## src/rtl/multicycle_controller.sv

```systemverilog
// Multi-cycle RV32I control unit: Moore FSM driving a shared-memory, single-ALU datapath.
// Optional retired-instruction counter enabled by defining RV_CTRL_INSTRET_EN.
//
// state   | meaning
// FETCH   | read instruction at PC, PC <= PC+4 when memory is ready
// DECODE  | OldPC+imm into ALUOut (branch/jal target), dispatch on opcode
// MEMADR  | RD1+imm -> ALUOut as load/store address
// MEMRD   | load data read, waits on mem_ready
// MEMWB   | load data written to rd
// MEMWR   | store write, waits on mem_ready
// EXECR   | RD1 op RD2
// EXECI   | RD1 op imm
// EXECU   | lui (0+imm) / auipc (OldPC+imm)
// ALUWB   | ALUOut written to rd
// BRANCH  | compare, PC <= target if taken
// JAL     | PC <= target, OldPC+4 -> ALUOut
// JALRA   | RD1+imm -> ALUOut
// JALRPC  | PC <= ALUOut, OldPC+4 -> ALUOut
// ERROR   | halted, left only by reset
module multicycle_controller #(
    parameter int TIMEOUT = 0,
    parameter int CNT_W   = 32
) (
    input  logic             clk,
    input  logic             rst_n,
    input  logic [6:0]       opcode,
    input  logic [2:0]       funct3,
    input  logic [6:0]       funct7,
    input  logic             zero,
    input  logic             mem_ready,
    output logic             mem_req,
    output logic             MemWrite,
    output logic             AdrSrc,
    output logic             IRWrite,
    output logic             PCWrite,
    output logic             RegWrite,
    output logic [1:0]       ResultSrc,
    output logic [1:0]       ALUSrcA,
    output logic [1:0]       ALUSrcB,
    output logic [2:0]       ALUControl,
    output logic [2:0]       ImmSrc,
    output logic             illegal
`ifdef RV_CTRL_INSTRET_EN
    ,
    output logic [CNT_W-1:0] instret
`endif
);

    localparam logic [6:0] OP_LOAD  = 7'b0000011;
    localparam logic [6:0] OP_STORE = 7'b0100011;
    localparam logic [6:0] OP_R     = 7'b0110011;
    localparam logic [6:0] OP_I     = 7'b0010011;
    localparam logic [6:0] OP_LUI   = 7'b0110111;
    localparam logic [6:0] OP_AUIPC = 7'b0010111;
    localparam logic [6:0] OP_BR    = 7'b1100011;
    localparam logic [6:0] OP_JAL   = 7'b1101111;
    localparam logic [6:0] OP_JALR  = 7'b1100111;

    localparam logic [2:0] ALU_ADD = 3'b000;
    localparam logic [2:0] ALU_SUB = 3'b001;
    localparam logic [2:0] ALU_AND = 3'b010;
    localparam logic [2:0] ALU_OR  = 3'b011;
    localparam logic [2:0] ALU_XOR = 3'b100;
    localparam logic [2:0] ALU_SLT = 3'b101;

    localparam int WAIT_W = (TIMEOUT > 1) ? $clog2(TIMEOUT + 1) : 1;
    localparam logic [WAIT_W-1:0] WAIT_LAST = WAIT_W'((TIMEOUT > 0) ? TIMEOUT - 1 : 0);

    typedef enum logic [3:0] {
        S_FETCH, S_DECODE, S_MEMADR, S_MEMRD, S_MEMWB, S_MEMWR, S_EXECR, S_EXECI,
        S_EXECU, S_ALUWB, S_BRANCH, S_JAL, S_JALRA, S_JALRPC, S_ERROR
    } state_t;

    state_t            state_q, state_d;
    logic [WAIT_W-1:0] wait_q, wait_d;
    logic              mem_state;
    logic              timeout_hit;
    logic              retire;
    logic              mem_req_raw, mem_write_raw, ir_write_raw, pc_write_raw;
    logic              reg_write_raw, illegal_raw;

    logic unused_funct7;
    assign unused_funct7 = ^{funct7[6], funct7[4:0]};

    assign mem_state   = (state_q == S_FETCH) || (state_q == S_MEMRD) || (state_q == S_MEMWR);
    // A ready in the last allowed cycle still completes the access.
    assign timeout_hit = (TIMEOUT > 0) && !mem_ready && (wait_q == WAIT_LAST);

    always_comb begin
        ImmSrc = 3'b000;
        case (opcode)
            OP_STORE:          ImmSrc = 3'b001;
            OP_BR:             ImmSrc = 3'b010;
            OP_JAL:            ImmSrc = 3'b011;
            OP_LUI, OP_AUIPC:  ImmSrc = 3'b100;
            default:           ImmSrc = 3'b000;
        endcase
    end

    always_comb begin
        state_d       = state_q;
        mem_req_raw   = 1'b0;
        mem_write_raw = 1'b0;
        ir_write_raw  = 1'b0;
        pc_write_raw  = 1'b0;
        reg_write_raw = 1'b0;
        illegal_raw   = 1'b0;
        AdrSrc        = 1'b0;
        ResultSrc     = 2'b00;
        ALUSrcA       = 2'b00;
        ALUSrcB       = 2'b00;
        ALUControl    = ALU_ADD;
        retire        = 1'b0;
        case (state_q)
            S_FETCH: begin
                mem_req_raw  = 1'b1;
                ALUSrcB      = 2'b10;
                ResultSrc    = 2'b10;
                ir_write_raw = mem_ready;
                pc_write_raw = mem_ready;
                if (mem_ready)        state_d = S_DECODE;
                else if (timeout_hit) state_d = S_ERROR;
            end
            S_DECODE: begin
                ALUSrcA = 2'b01;
                ALUSrcB = 2'b01;
                case (opcode)
                    OP_LOAD, OP_STORE: state_d = S_MEMADR;
                    OP_R:              state_d = S_EXECR;
                    OP_I:              state_d = S_EXECI;
                    OP_LUI, OP_AUIPC:  state_d = S_EXECU;
                    OP_BR:             state_d = S_BRANCH;
                    OP_JAL:            state_d = S_JAL;
                    OP_JALR:           state_d = S_JALRA;
                    default:           state_d = S_ERROR;
                endcase
            end
            S_MEMADR: begin
                ALUSrcA = 2'b10;
                ALUSrcB = 2'b01;
                state_d = (opcode == OP_LOAD) ? S_MEMRD : S_MEMWR;
            end
            S_MEMRD: begin
                mem_req_raw = 1'b1;
                AdrSrc      = 1'b1;
                if (mem_ready)        state_d = S_MEMWB;
                else if (timeout_hit) state_d = S_ERROR;
            end
            S_MEMWB: begin
                ResultSrc     = 2'b01;
                reg_write_raw = 1'b1;
                retire        = 1'b1;
                state_d       = S_FETCH;
            end
            S_MEMWR: begin
                mem_req_raw   = 1'b1;
                mem_write_raw = 1'b1;
                AdrSrc        = 1'b1;
                if (mem_ready) begin
                    retire  = 1'b1;
                    state_d = S_FETCH;
                end else if (timeout_hit) begin
                    state_d = S_ERROR;
                end
            end
            S_EXECR, S_EXECI: begin
                ALUSrcA = 2'b10;
                ALUSrcB = (state_q == S_EXECI) ? 2'b01 : 2'b00;
                state_d = S_ALUWB;
                case (funct3)
                    3'b000:  ALUControl = (state_q == S_EXECR && funct7[5]) ? ALU_SUB : ALU_ADD;
                    3'b010:  ALUControl = ALU_SLT;
                    3'b100:  ALUControl = ALU_XOR;
                    3'b110:  ALUControl = ALU_OR;
                    3'b111:  ALUControl = ALU_AND;
                    default: state_d = S_ERROR;
                endcase
            end
            S_EXECU: begin
                ALUSrcA = (opcode == OP_LUI) ? 2'b11 : 2'b01;
                ALUSrcB = 2'b01;
                state_d = S_ALUWB;
            end
            S_ALUWB: begin
                reg_write_raw = 1'b1;
                retire        = 1'b1;
                state_d       = S_FETCH;
            end
            S_BRANCH: begin
                ALUSrcA = 2'b10;
                retire  = 1'b1;
                state_d = S_FETCH;
                // blt/bge use slt: zero flag set means rs1 >= rs2
                case (funct3)
                    3'b000: begin ALUControl = ALU_SUB; pc_write_raw = zero;  end
                    3'b001: begin ALUControl = ALU_SUB; pc_write_raw = !zero; end
                    3'b100: begin ALUControl = ALU_SLT; pc_write_raw = !zero; end
                    3'b101: begin ALUControl = ALU_SLT; pc_write_raw = zero;  end
                    default: begin
                        retire  = 1'b0;
                        state_d = S_ERROR;
                    end
                endcase
            end
            S_JAL, S_JALRPC: begin
                ALUSrcA      = 2'b01;
                ALUSrcB      = 2'b10;
                pc_write_raw = 1'b1;
                state_d      = S_ALUWB;
            end
            S_JALRA: begin
                ALUSrcA = 2'b10;
                ALUSrcB = 2'b01;
                state_d = S_JALRPC;
            end
            S_ERROR: begin
                illegal_raw = 1'b1;
            end
            default: state_d = S_ERROR;
        endcase
    end

    always_comb begin
        wait_d = wait_q;
        if (state_d != state_q)
            wait_d = '0;
        else if ((TIMEOUT > 0) && mem_state && !mem_ready)
            wait_d = wait_q + WAIT_W'(1);
    end

    always_ff @(posedge clk or negedge rst_n) begin
        if (!rst_n) begin
            state_q <= S_FETCH;
            wait_q  <= '0;
        end else begin
            state_q <= state_d;
            wait_q  <= wait_d;
        end
    end

    // Strobes are held low for the whole reset pulse, not just from the next edge.
    assign mem_req  = rst_n & mem_req_raw;
    assign MemWrite = rst_n & mem_write_raw;
    assign IRWrite  = rst_n & ir_write_raw;
    assign PCWrite  = rst_n & pc_write_raw;
    assign RegWrite = rst_n & reg_write_raw;
    assign illegal  = rst_n & illegal_raw;

`ifdef RV_CTRL_INSTRET_EN
    logic [CNT_W-1:0] instret_q;

    always_ff @(posedge clk or negedge rst_n) begin
        if (!rst_n)
            instret_q <= '0;
        else if (retire)
            instret_q <= instret_q + CNT_W'(1);
    end

    assign instret = instret_q;
`else
    logic unused_retire;
    assign unused_retire = retire;
`endif

endmodule
```

## config.mk

```make
export PLATFORM = sky130hd
export DESIGN_NAME = multicycle_controller
export DESIGN_NICKNAME = d
export VERILOG_FILES = /design/src/rtl/multicycle_controller.sv
export SDC_FILE = /design/constraint.sdc
export NUM_CORES = 1
export LEC_CHECK = 0
export ABC_AREA = 1
export CAP_MARGIN = 15
export CELL_PAD_IN_SITES_DETAIL_PLACEMENT = 2
export CELL_PAD_IN_SITES_GLOBAL_PLACEMENT = 2
export CORE_ASPECT_RATIO = 2
export CORE_MARGIN = 1
export CORE_UTILIZATION = 17
export CTS_BUF_LIST = sky130_fd_sc_hd__clkbuf_8
export DETAILED_ROUTE_END_ITERATION = 16
export PLACE_DENSITY_LB_ADDON = 0.1
export SLEW_MARGIN = 0
export SYNTH_ARGS = -nofsm -noshare
export SYNTH_HDL_FRONTEND = slang
export SYNTH_SLANG_ARGS = --single-unit
```

## constraint.sdc

```tcl
create_clock -name clk -period 1.4 [get_ports clk]
set_input_delay 0.28 -clock clk [delete_from_list [all_inputs] [get_ports clk]]
set_output_delay 0.28 -clock clk [all_outputs]
set_load 0.03 [all_outputs]
```

* After elaboration in Yosys (flattened, before gate mapping)
Index checks and enable logic that the tools add are counted.
** Storage, ports and cells
- Flip-flop bits (word level) :: 4
- Input port bits :: 21
- Output and inout bits :: 19
- Logic and storage cells :: 89
** Operators by class
- Reduce and logical (&&, ||, !) cells :: 23
- Bitwise gates (word level) :: 7
- Multiplexer cells :: 26
- Eq/ne operators :: 32
** Operators with widths (number)
- $pmux 4 s11 :: 1
- $eq 4x4->1 const B :: 7
- $pmux 4 s7 :: 1
- $eq 7x6->1 const B :: 3
- $eq 7x7->1 const B :: 3
- $reduce_or 2->1 :: 10
- $eq 4x3->1 const B :: 4
- $mux 4 :: 4
- $pmux 3 s5 :: 1
- $eq 7x5->1 const B :: 2
- $eq 3x3->1 const B :: 4
- $pmux 2 s3 :: 2
- $pmux 3 s2 :: 2
- $pmux 3 s4 :: 1
- $reduce_or 3->1 :: 4
- $reduce_or 5->1 :: 2
- $eq 4x2->1 const B :: 2
- $mux 1 :: 8
- $reduce_or 4->1 :: 2
- $eq 7x2->1 const B :: 1
- $and 1x1->1 :: 6
- $mux 3 :: 2
- $ne 2x2->1 const B :: 3
- $eq 4x1->1 const B :: 1
- other kinds (12) :: 12

* Longest topological paths before layout
Gate-level depths: netlist of the first run.
- Depth after elaboration :: 5
- Mapped depth :: 10

* Worst setup path after synthesis of the first run
OpenSTA, ideal clock, no wires.
- Path kind :: input port to output port
- Start point :: input port opcode[4]
- End point :: output port ALUSrcA[1]
- Stages on the path :: 6
- Path slack :: -0.748 ns
- Arrival :: 1.868 ns
- Data required time :: 1.120 ns
- Path through :: inv_1 > nor2_1 > inv_1 > nor4_1 > nand3_1 > nand2_1
** On the way
- Cells in the longest elaborated chain, start to end :: 3
** Ends and longest elaborated chain
- start, declared :: RTL line 26 : input logic [6:0] opcode,
- $eq 7x6->1 :: RTL line 180 : ALUSrcA = (opcode == OP_LUI) ? 2'b11 : 2'b01;
- $mux 2 :: RTL line 180
- $pmux 2 s3 :: RTL line 114 : case (state_q)
- end, declared :: RTL line 38 : output logic [1:0] ALUSrcA,
Every way passes these cells.

* Worst setup path in the final report of the first run
- Start point :: register state_q[0]
- End point :: output port ALUSrcA[1]
** On the way
- Cells in the longest elaborated chain, start to end :: 3
** Ends and longest elaborated chain
- start, declared :: RTL line 74 : state_t state_q, state_d;
- start signal, assigned :: RTL line 236 : state_q <= state_d;
- $eq 4x3->1 (tied with other cells) :: RTL line 114
- $reduce_or 5->1 (no source line) / $reduce_or 3->1 (equally long branches)
- $pmux 2 s3 (*) :: RTL line 114
Every way passes the cells marked *; elsewhere a longest branch is shown, timed or not.

==> metrics.md, run 1 <==
| Metric | Value |
|---|---|
| Outcome | `complete, but fails checks` |
| Failing checks | `setup timing` |
| Avg WL per Cell | `25.6 µm` |
| Final Cycle Share | `143%` |
| Dpl ws | `-1.02 ns` |
| Placed cell area | `roughly 1600 µm²` |
| GPL Wtd Cong | `between 0.8 and 0.9` |
| GRT overflow | `0` |
| Dominant cell type by area after synthesis | `nand2_1` |
| Setup CP Type | `flip-flop to output port` |
| Yosys warns | `0` |
| Number of global-route vias before repair | `1755` |
| Largest net degree at the start of global routing | `6` |
| Largest Register | `state_q` |
| Antenna cells | `0` |
| Drt drc | `0` |
| Worst hold path class | `input pin to async pin` |
| Post-synthesis cell count | `148` |
| Die Area | `4520 µm²` |
| LEAKAGE | `1.13 nW` |
| CTS root buf | `clkbuf_8` |
| Sequential share of the synthesized area | `13.9%` |
| Yosys top cell area share | `24.0%` |
| Post-synth cell types | `21` |
| Top-count cell post-synth | `nand2_1` |
| Clk buf depth | `2` |
| Mapped cell area | `~720 µm²` |
| Share of cells above drive strength 1 | `72.0%` |
| TritonRoute pass-1 iters | `4` |
| EDFF count, synth | `0` |
| DR vias | `1603` |
| Fill count | `approximately 450` |
| Final Hold Slack | `0.420 ns` |
| Setup violators final | `22` |
| Global-route wire length before repair | `8760 µm` |
| Most common library cells after synthesis | `nand2_1 (46), nor2_1 (30), inv_1 (28)` |
| Max-slew headroom | `69.1%` |
| Reg clk slew, reported paths | `0.04 ns` |
| Fin area | `2270 µm²` |
| CTS H-tree depth | `1` |
| Initial antenna violation count | `0` |
| Syn_nets | `169` |
| Height of the die | `between 90 and 100 µm` |
| Final hold viol count | `0` |
| Max reg flops | `4` |
| Number of port buffers | `33` |
| Slew @ Worst Pin | `0.459 ns` |
| Crit path DAT | `1.73 ns` |
| Max Cap Viol | `0` |
| Util after Layout | `55.5%` |
| Cell area power density | `roughly 260 nW/µm²` |
| Main area contributors after synthesis | `nand2_1 (24%), nor2_1 (16%), inv_1 (15%), dfrtp_1 (14%), nand3_1 (6.3%)` |
| PnR worst setup slack | `-0.605 ns` |
| Clock latency on the worst-skew pair | `0.23 ns` |
| Die Wd | `48.0 µm` |
| CTS tree | `built` |
| Hold-fix buffers, CTS | `0` |
| RSZ-0062 raised after global routing | `yes` |
| Core area | `4090 µm²` |
| Fmax | `0.499 GHz` |
| IR drop worst, VDD | `0.000612 V` |
| Post-synth top flop | `dfrtp_1` |
| Crit path launch type | `flip-flop` |
| Iter 0 DRT Violations | `40` |
| WL final | `8080 µm` |
| Sink Count | `4` |
| Post-Route Setup TNS | `-9.50 ns` |
| Min cycle time layout | `2.01 ns` |
| Final ANT Viol Nets | `0` |
| Clk_skew | `0.00868 ns` |
| Effective utilization at floorplan | `about 18%` |
| Ys async rst share | `100%` |
| Setup crit end kind | `output port` |
| Yosys reg bits | `4` |
| Biggest regs | `state_q: 4 flops` |
| Vias per Instance | `5.07` |
| GRT Resource Usage Total | `between 20% and 30%` |
| Synth Area per Inst | `4.87 µm²` |
| Cell row count | `33` |
| Slew Limit Fails | `0` |
| Maximum fanout along the worst path | `4` |
| # IOs | `40` |
| Area Overhead vs Synth | `215%` |
| DP Wirelength | `3900 µm` |
| Critical Path RT | `approximately 1.1 ns` |
| Cts bufs inserted | `3` |
| Fin nets | `around 290` |
## power by group
group / switching [W] / total (W) / internal [W]
sequential: 0 / 0.000116 / 0.000116
combinational: 0.000117 / 0.000202 / 0.0000851
clock: 0.0000844 / 0.000274 / 0.000189
total: 0.000201 / 0.000592 / 0.000390
## critical path, stage by stage (launching register included)
cell     delay [ns]
dfrtp_1        0.42
buf_6          0.15
nor2_4         0.14
inv_4          0.08
nor2_1         0.30
nand3_1        0.16
nand2_1        0.11
buf_6          0.13
## final cells by class
class | count | area (µm²) | share of cell area [%]
sequential | 4 | 103 | 4.52
timing repair buffer | 112 | 1020 | 45.2
clock buffer | 3 | 41.3 | 1.82
multi-input combinational | 115 | 907 | 40.0
inverter | 29 | 124 | 5.46
clock inverter | 1 | 3.75 | 0.165
tap | 52 | 65.1 | 2.87
## final timing paths
check	start	to	slack [ns]	cells after the start
max in group asynchronous	rst_n	state_q[3]$_DFFE_PN0P_	0.85	2
min in group clk	funct3[1]	state_q[3]$_DFFE_PN0P_	0.62	3
worst max register to register	state_q[3]$_DFFE_PN0P_	state_q[0]$_DFFE_PN0P_	-0.49	11
worst max-delay path	state_q[0]$_DFFE_PN0P_	ALUSrcA[1]	-0.61	7
worst min register to register	state_q[0]$_DFFE_PN0P_	state_q[0]$_DFFE_PN0P_	0.86	4
worst min-delay path	rst_n	state_q[1]$_DFFE_PN0P_	0.42	2
## cell usage in the layout, fill, tap and decap left out, types with 2 or more instances in the layout
cell,n
a21oi_1,5
inv_2,14
a21oi_4,2
clkbuf_2,2
inv_1,11
nand3_2,2
clkbuf_8,3
nor2_1,10
o22ai_4,2
dfrtp_1,2
o21ai_2,2
a21oi_2,2
buf_4,53
nor2_2,5
nand3_1,6
inv_4,4
buf_2,5
nand2_1,25
o21ai_1,2
buf_6,42
nand2_2,10
dfrtp_2,2
dlygate4sd2_1,2
nor2_4,18
clkdlybuf4s50_1,4
nand3_4,2
nand2_4,10
buf_12,2
## metrics by stage
stage                     instances  total power [W]
final                           316         0.000592
after detailed placement        280         0.000275
after CTS                       301         0.000549
after global placement          280         0.000264
after global routing            316         0.000608
after floorplan                 148         0.000168
## kinds of logic after synthesis
logic type,share of synthesized area [%]
and+or+nand+nor,55.0
AOI/OAI and AO/OA,16.0
buffers and inverters,15.1
DFF,13.9
## layer usage
metal	GRT usage, %	part of all wire, %	up-vias
met5	0	0	-
met4	11.3	8.0	0
met3	3.27	3.8	42
met2	55.6	55	81
met1	24.8	33	784
li1	-	-	696
## what timing repair did
item	CTS	global route
gates resized for setup	118	58
pin swaps	27	29
buffers inserted	18	17
setup endpoints to repair	23	23
No activity file was read; power rests on OpenSTA's default activity.
==> run 2: changes to the inputs <==
- CORE_MARGIN: 1 -> 2
- CTS_CLUSTER_SIZE: unset -> 25
==> run 2 against run 1 <==
  * The run now fails in global routing (5_1_grt)
  * Synthesized cell count did not move
  * Area after synthesis stayed put
==> metrics.md, run 2 <==
| Metric | Value |
|---|---|
| Initial antenna violation count | `0` |
| WEP type | `top-level output` |
| Most common library cells after synthesis | `nand2_1 (46), nor2_1 (30), inv_1 (28) (unchanged)` |
| Hold-fix buffers, CTS | `0 (unchanged)` |
| Ys async rst share | `100% (unchanged)` |
| Outcome | `aborted with a tool error (was complete, but fails checks)` |
| # IOs | `40 (unchanged)` |
| Sequential share of the synthesized area | `13.9% (unchanged)` |
| Post-synthesis cell count | `148 (unchanged)` |
| Top-count cell post-synth | `nand2_1 (unchanged)` |
| Largest net degree at the start of global routing | `6` |
| Mapped cell area | `721 µm² (unchanged)` |
| Die Wd | `50.0 µm (was 48.0 µm)` |
| Cts bufs inserted | `3 (unchanged)` |
| Clk buf depth | `2 (unchanged)` |
| CTS H-tree depth | `1 (unchanged)` |
| Number of port buffers | `33 (unchanged)` |
| Synth Area per Inst | `4.87 µm² (unchanged)` |
| Cell row count | `33 (unchanged)` |
| Post-synth cell types | `21 (unchanged)` |
| Worst setup endpoint GRT | `PCWrite` |
| GPL Wtd Cong | `0.920 (was 0.875)` |
| Effective utilization at floorplan | `17.6% (unchanged)` |
| Yosys top cell area share | `24.0% (unchanged)` |
| Main area contributors after synthesis | `nand2_1 (24%), nor2_1 (16%), inv_1 (15%), dfrtp_1 (14%), nand3_1 (6.3%) (unchanged)` |
| Height of the die | `96.1 µm (was 94.1 µm)` |
| Dpl ws | `-1.05 ns (was -1.02 ns)` |
| Syn_nets | `169 (unchanged)` |
| Sink Count | `4 (unchanged)` |
| Dominant cell type by area after synthesis | `nand2_1 (unchanged)` |
| EDFF count, synth | `0 (unchanged)` |
| Yosys warns | `0 (unchanged)` |
| Yosys reg bits | `4 (unchanged)` |
| DP Wirelength | `3970 µm (was 3900 µm)` |
| CTS root buf | `clkbuf_8 (unchanged)` |
| Post-synth top flop | `dfrtp_1 (unchanged)` |
| Tool error | `[ERROR DPL-0033] detailed placement checks failed during check placement.` |
| Failing step | `global routing (5_1_grt)` |
| Placed cell area | `1600 µm² (was 1570 µm²)` |
| Placed Cells | `284 (was 280)` |
run 2: cell families after synthesis:
family / synth area share [%]
flip-flops: 13.9
AO/OA/AOI/OAI: 16.0
buffers and inverters: 15.1
AND/OR/NAND/NOR: 55.0
run 2: timing repair:
item / CTS
pin swaps: 25
resized for setup: 135
buffers inserted: 17
endpoints found under the setup margin: 23
endpoints found under the hold margin: 0
run 2: per-stage QoR:
step	TNS [ns]	hold slack (ns)
global placement	-7.08	0.584
detailed placement	-8.23	0.589
CTS	-5.68	0.351
floorplan	-0.317	-0.0156
==> run 3: changes to the inputs <==
- CELL_PAD_IN_SITES_DETAIL_PLACEMENT: 2 -> unset
- CELL_PAD_IN_SITES_GLOBAL_PLACEMENT: 2 -> unset
- CORE_AREA: unset -> 2 2 63 65
- CORE_ASPECT_RATIO: 2 -> unset
- CORE_MARGIN: 2 -> unset
- CORE_UTILIZATION: 17 -> unset
- CTS_BUF_LIST: sky130_fd_sc_hd__clkbuf_8 -> unset
- CTS_CLUSTER_SIZE: 25 -> unset
- DIE_AREA: unset -> 0 0 65 67
- PLACE_DENSITY_LB_ADDON: 0.1 -> 0.15
==> run 3 against run 2 <==
  * The flow now finishes, with violations (setup timing)
==> metrics.md, run 3 (synthesis gave the netlist of run 1 again) <==
| Metric | Value |
|---|---|
| Initial antenna violation count | `0` |
| Pwr Total | `0.000540 W` |
| Clk buf depth | `2 (unchanged)` |
| Global-route wire length before repair | `5230 µm` |
| Hold-fix buffers, CTS | `0 (unchanged)` |
| DP Wirelength | `2510 µm (was 3970 µm)` |
| Die Wd | `65 µm (was 50.0 µm)` |
| Fin area | `2040 µm²` |
| Vias per Instance | `4.39` |
| IR drop worst, VDD | `0.000276 V` |
| Crit path launch type | `flip-flop` |
| TritonRoute pass-1 iters | `4` |
| Flop pwr share | `21.6%` |
| Antenna cells | `0` |
| Cts bufs inserted | `3 (unchanged)` |
| Number of global-route vias before repair | `1238` |
| Final hold viol count | `0` |
| Failing checks | `setup timing` |
| Cell Chain, Critical Path | `inv_2, nand2_4, nor2_2, buf_4, nand3_2, a31oi_4, buf_6` |
| Comb power frac | `31.5%` |
| GPL Wtd Cong | `0.807 (was 0.920)` |
| Avg WL per Cell | `12.0 µm` |
| Number of port buffers | `33 (unchanged)` |
| Final Cycle Share | `127%` |
| Final ANT Viol Nets | `0` |
| LEAKAGE | `1.04 nW` |
| Outcome | `complete, but fails checks (was aborted with a tool error)` |
| Height of the die | `67 µm (was 96.1 µm)` |
| Cell area power density | `265 nW/µm²` |
| Largest net degree at the start of global routing | `6` |
| Commonest non-fill, non-tap cell in the layout | `buf_4` |
| Crit-path max cell delay | `0.38 ns` |
| Reg clk slew, reported paths | `around 0.040 ns` |
| Area Overhead vs Synth | `182%` |
| Fin nets | `273` |
| Cell Int Power | `slightly below 0.0004 W` |
| Placed cell area | `1540 µm² (was 1600 µm²)` |
| # IOs | `40 (unchanged)` |
| CP max-delay cell | `dfrtp_1` |
| Effective utilization at floorplan | `20.0% (was 17.6%)` |
| Die Area | `4360 µm²` |
| Largest Register | `state_q` |
| GRT overflow | `0` |
| Critical Path RT | `1.12 ns` |
| Crit path DAT | `approximately 1.5 ns` |
| PnR worst setup slack | `-0.379 ns` |
| Share of cells above drive strength 1 | `between 60 and 70%` |
| Max reg flops | `4` |
| Min cycle time layout | `1.78 ns` |
| Worst hold path class | `input pin to async pin` |
| GRT Resource Usage Total | `15.4%` |
| Switching fraction of total power | `27.2%` |
| Max-slew headroom | `76.0%` |
| Max Cap Viol | `0` |
| Drt drc | `0` |
| Slew @ Worst Pin | `0.360 ns` |
| Most frequent cells in the layout | `buf_4 (51), buf_6 (34), nand2_1 (28)` |
| Biggest regs | `state_q: 4 flops` |
| Setup CP Type | `flip-flop to output port` |
| Clock latency on the worst-skew pair | `0.22 ns` |
| Iter 0 DRT Violations | `22` |
| Clock share of power | `46.9%` |
| Switching power | `roughly 0.00015 W` |
| DR vias | `approximately 1300` |
| RSZ-0062 raised after global routing | `yes` |
| Core area | `between 3000 and 4000 µm²` |
| CTS tree | `built` |
| CTS root buf | `clkbuf_8 (unchanged)` |
| Cell row count | `22 (was 33)` |
| Setup violators final | `20` |
| WL final | `roughly 3600 µm` |
| Slew Limit Fails | `0` |
| Clk_skew | `0.00727 ns` |
| Sink Count | `4 (unchanged)` |
| Setup crit end kind | `output port` |
| Fmax | `roughly 0.56 GHz` |
| Maximum fanout along the worst path | `3` |
| Dpl ws | `-0.886 ns (was -1.05 ns)` |
| CTS H-tree depth | `1 (unchanged)` |
run 3: critical path: cells and delay by family (launching register included):
kind                   cells  cell delay (ns)
flip-flops                 1             0.38
AND/OR/NAND/NOR            3             0.31
buffers and inverters      3             0.40
AO/OA/AOI/OAI              1             0.19
run 3: what timing repair did:
| action | CTS | global route |
|---|---|---|
| pin swaps | 20 | 20 |
| setup endpoints to repair | 23 | 23 |
| resized for setup | 89 | 47 |
| setup buffers | 12 | 7 |
run 3: power groups by stage:
stage          combinational (W)  clock (W)  sequential [W]
3_5_place_dp            0.000143          0        0.000118
4_1_cts                 0.000162   0.000259        0.000116
3_3_place_gp            0.000141          0        0.000118
5_1_grt                 0.000182   0.000274        0.000116
6_report                0.000170   0.000253        0.000116
2_1_floorplan          0.0000505          0        0.000118
run 3: path summary, 6_finish.rpt:
path / start / end / slack, ns / depth (start not counted)
max: state_q[0]$_DFFE_PN0P_ / PCWrite / -0.38 / 7
min: rst_n / state_q[0]$_DFFE_PN0P_ / 0.37 / 2
max reg2reg: state_q[0]$_DFFE_PN0P_ / state_q[0]$_DFFE_PN0P_ / -0.12 / 10
min reg2reg: state_q[0]$_DFFE_PN0P_ / state_q[0]$_DFFE_PN0P_ / 0.67 / 3
max in group asynchronous: rst_n / state_q[3]$_DFFE_PN0P_ / 0.91 / 2
min in group clk: state_q[0]$_DFFE_PN0P_ / state_q[0]$_DFFE_PN0P_ / 0.67 / 3
run 3: per-stage QoR:
step                util (%)  TNS [ns]  std cells  hold slack [ns]
global route            56.5     -6.27        299            0.393
CTS                     51.6     -4.76        293            0.368
detailed placement      42.7     -6.12        277            0.600
global placement        42.7     -5.98        277            0.591
floorplan                  -    -0.317        148          -0.0156
finish                  56.5     -4.98        299            0.368
run 3: cell type report:
| cell class | count | area [µm²] |
|---|---|---|
| Clock buffer | 4 | 45.0 |
| Multi-Input combinational cell | 115 | 835 |
| Fill cell | 327 | 1570 |
| Timing Repair Buffer | 99 | 872 |
| Sequential cell | 4 | 103 |
| Tap cell | 48 | 60.1 |
| Inverter | 29 | 121 |
run 3: per-layer routing:
layer	share of wire (%)	wire (µm)	track usage, %	vias up
li1	-	-	-	669
met1	40	1450	16.4	607
met2	55	1990	32.5	34
met3	3.1	111	1.52	4
met4	0.98	35	2.39	0
met5	0	0	0	-
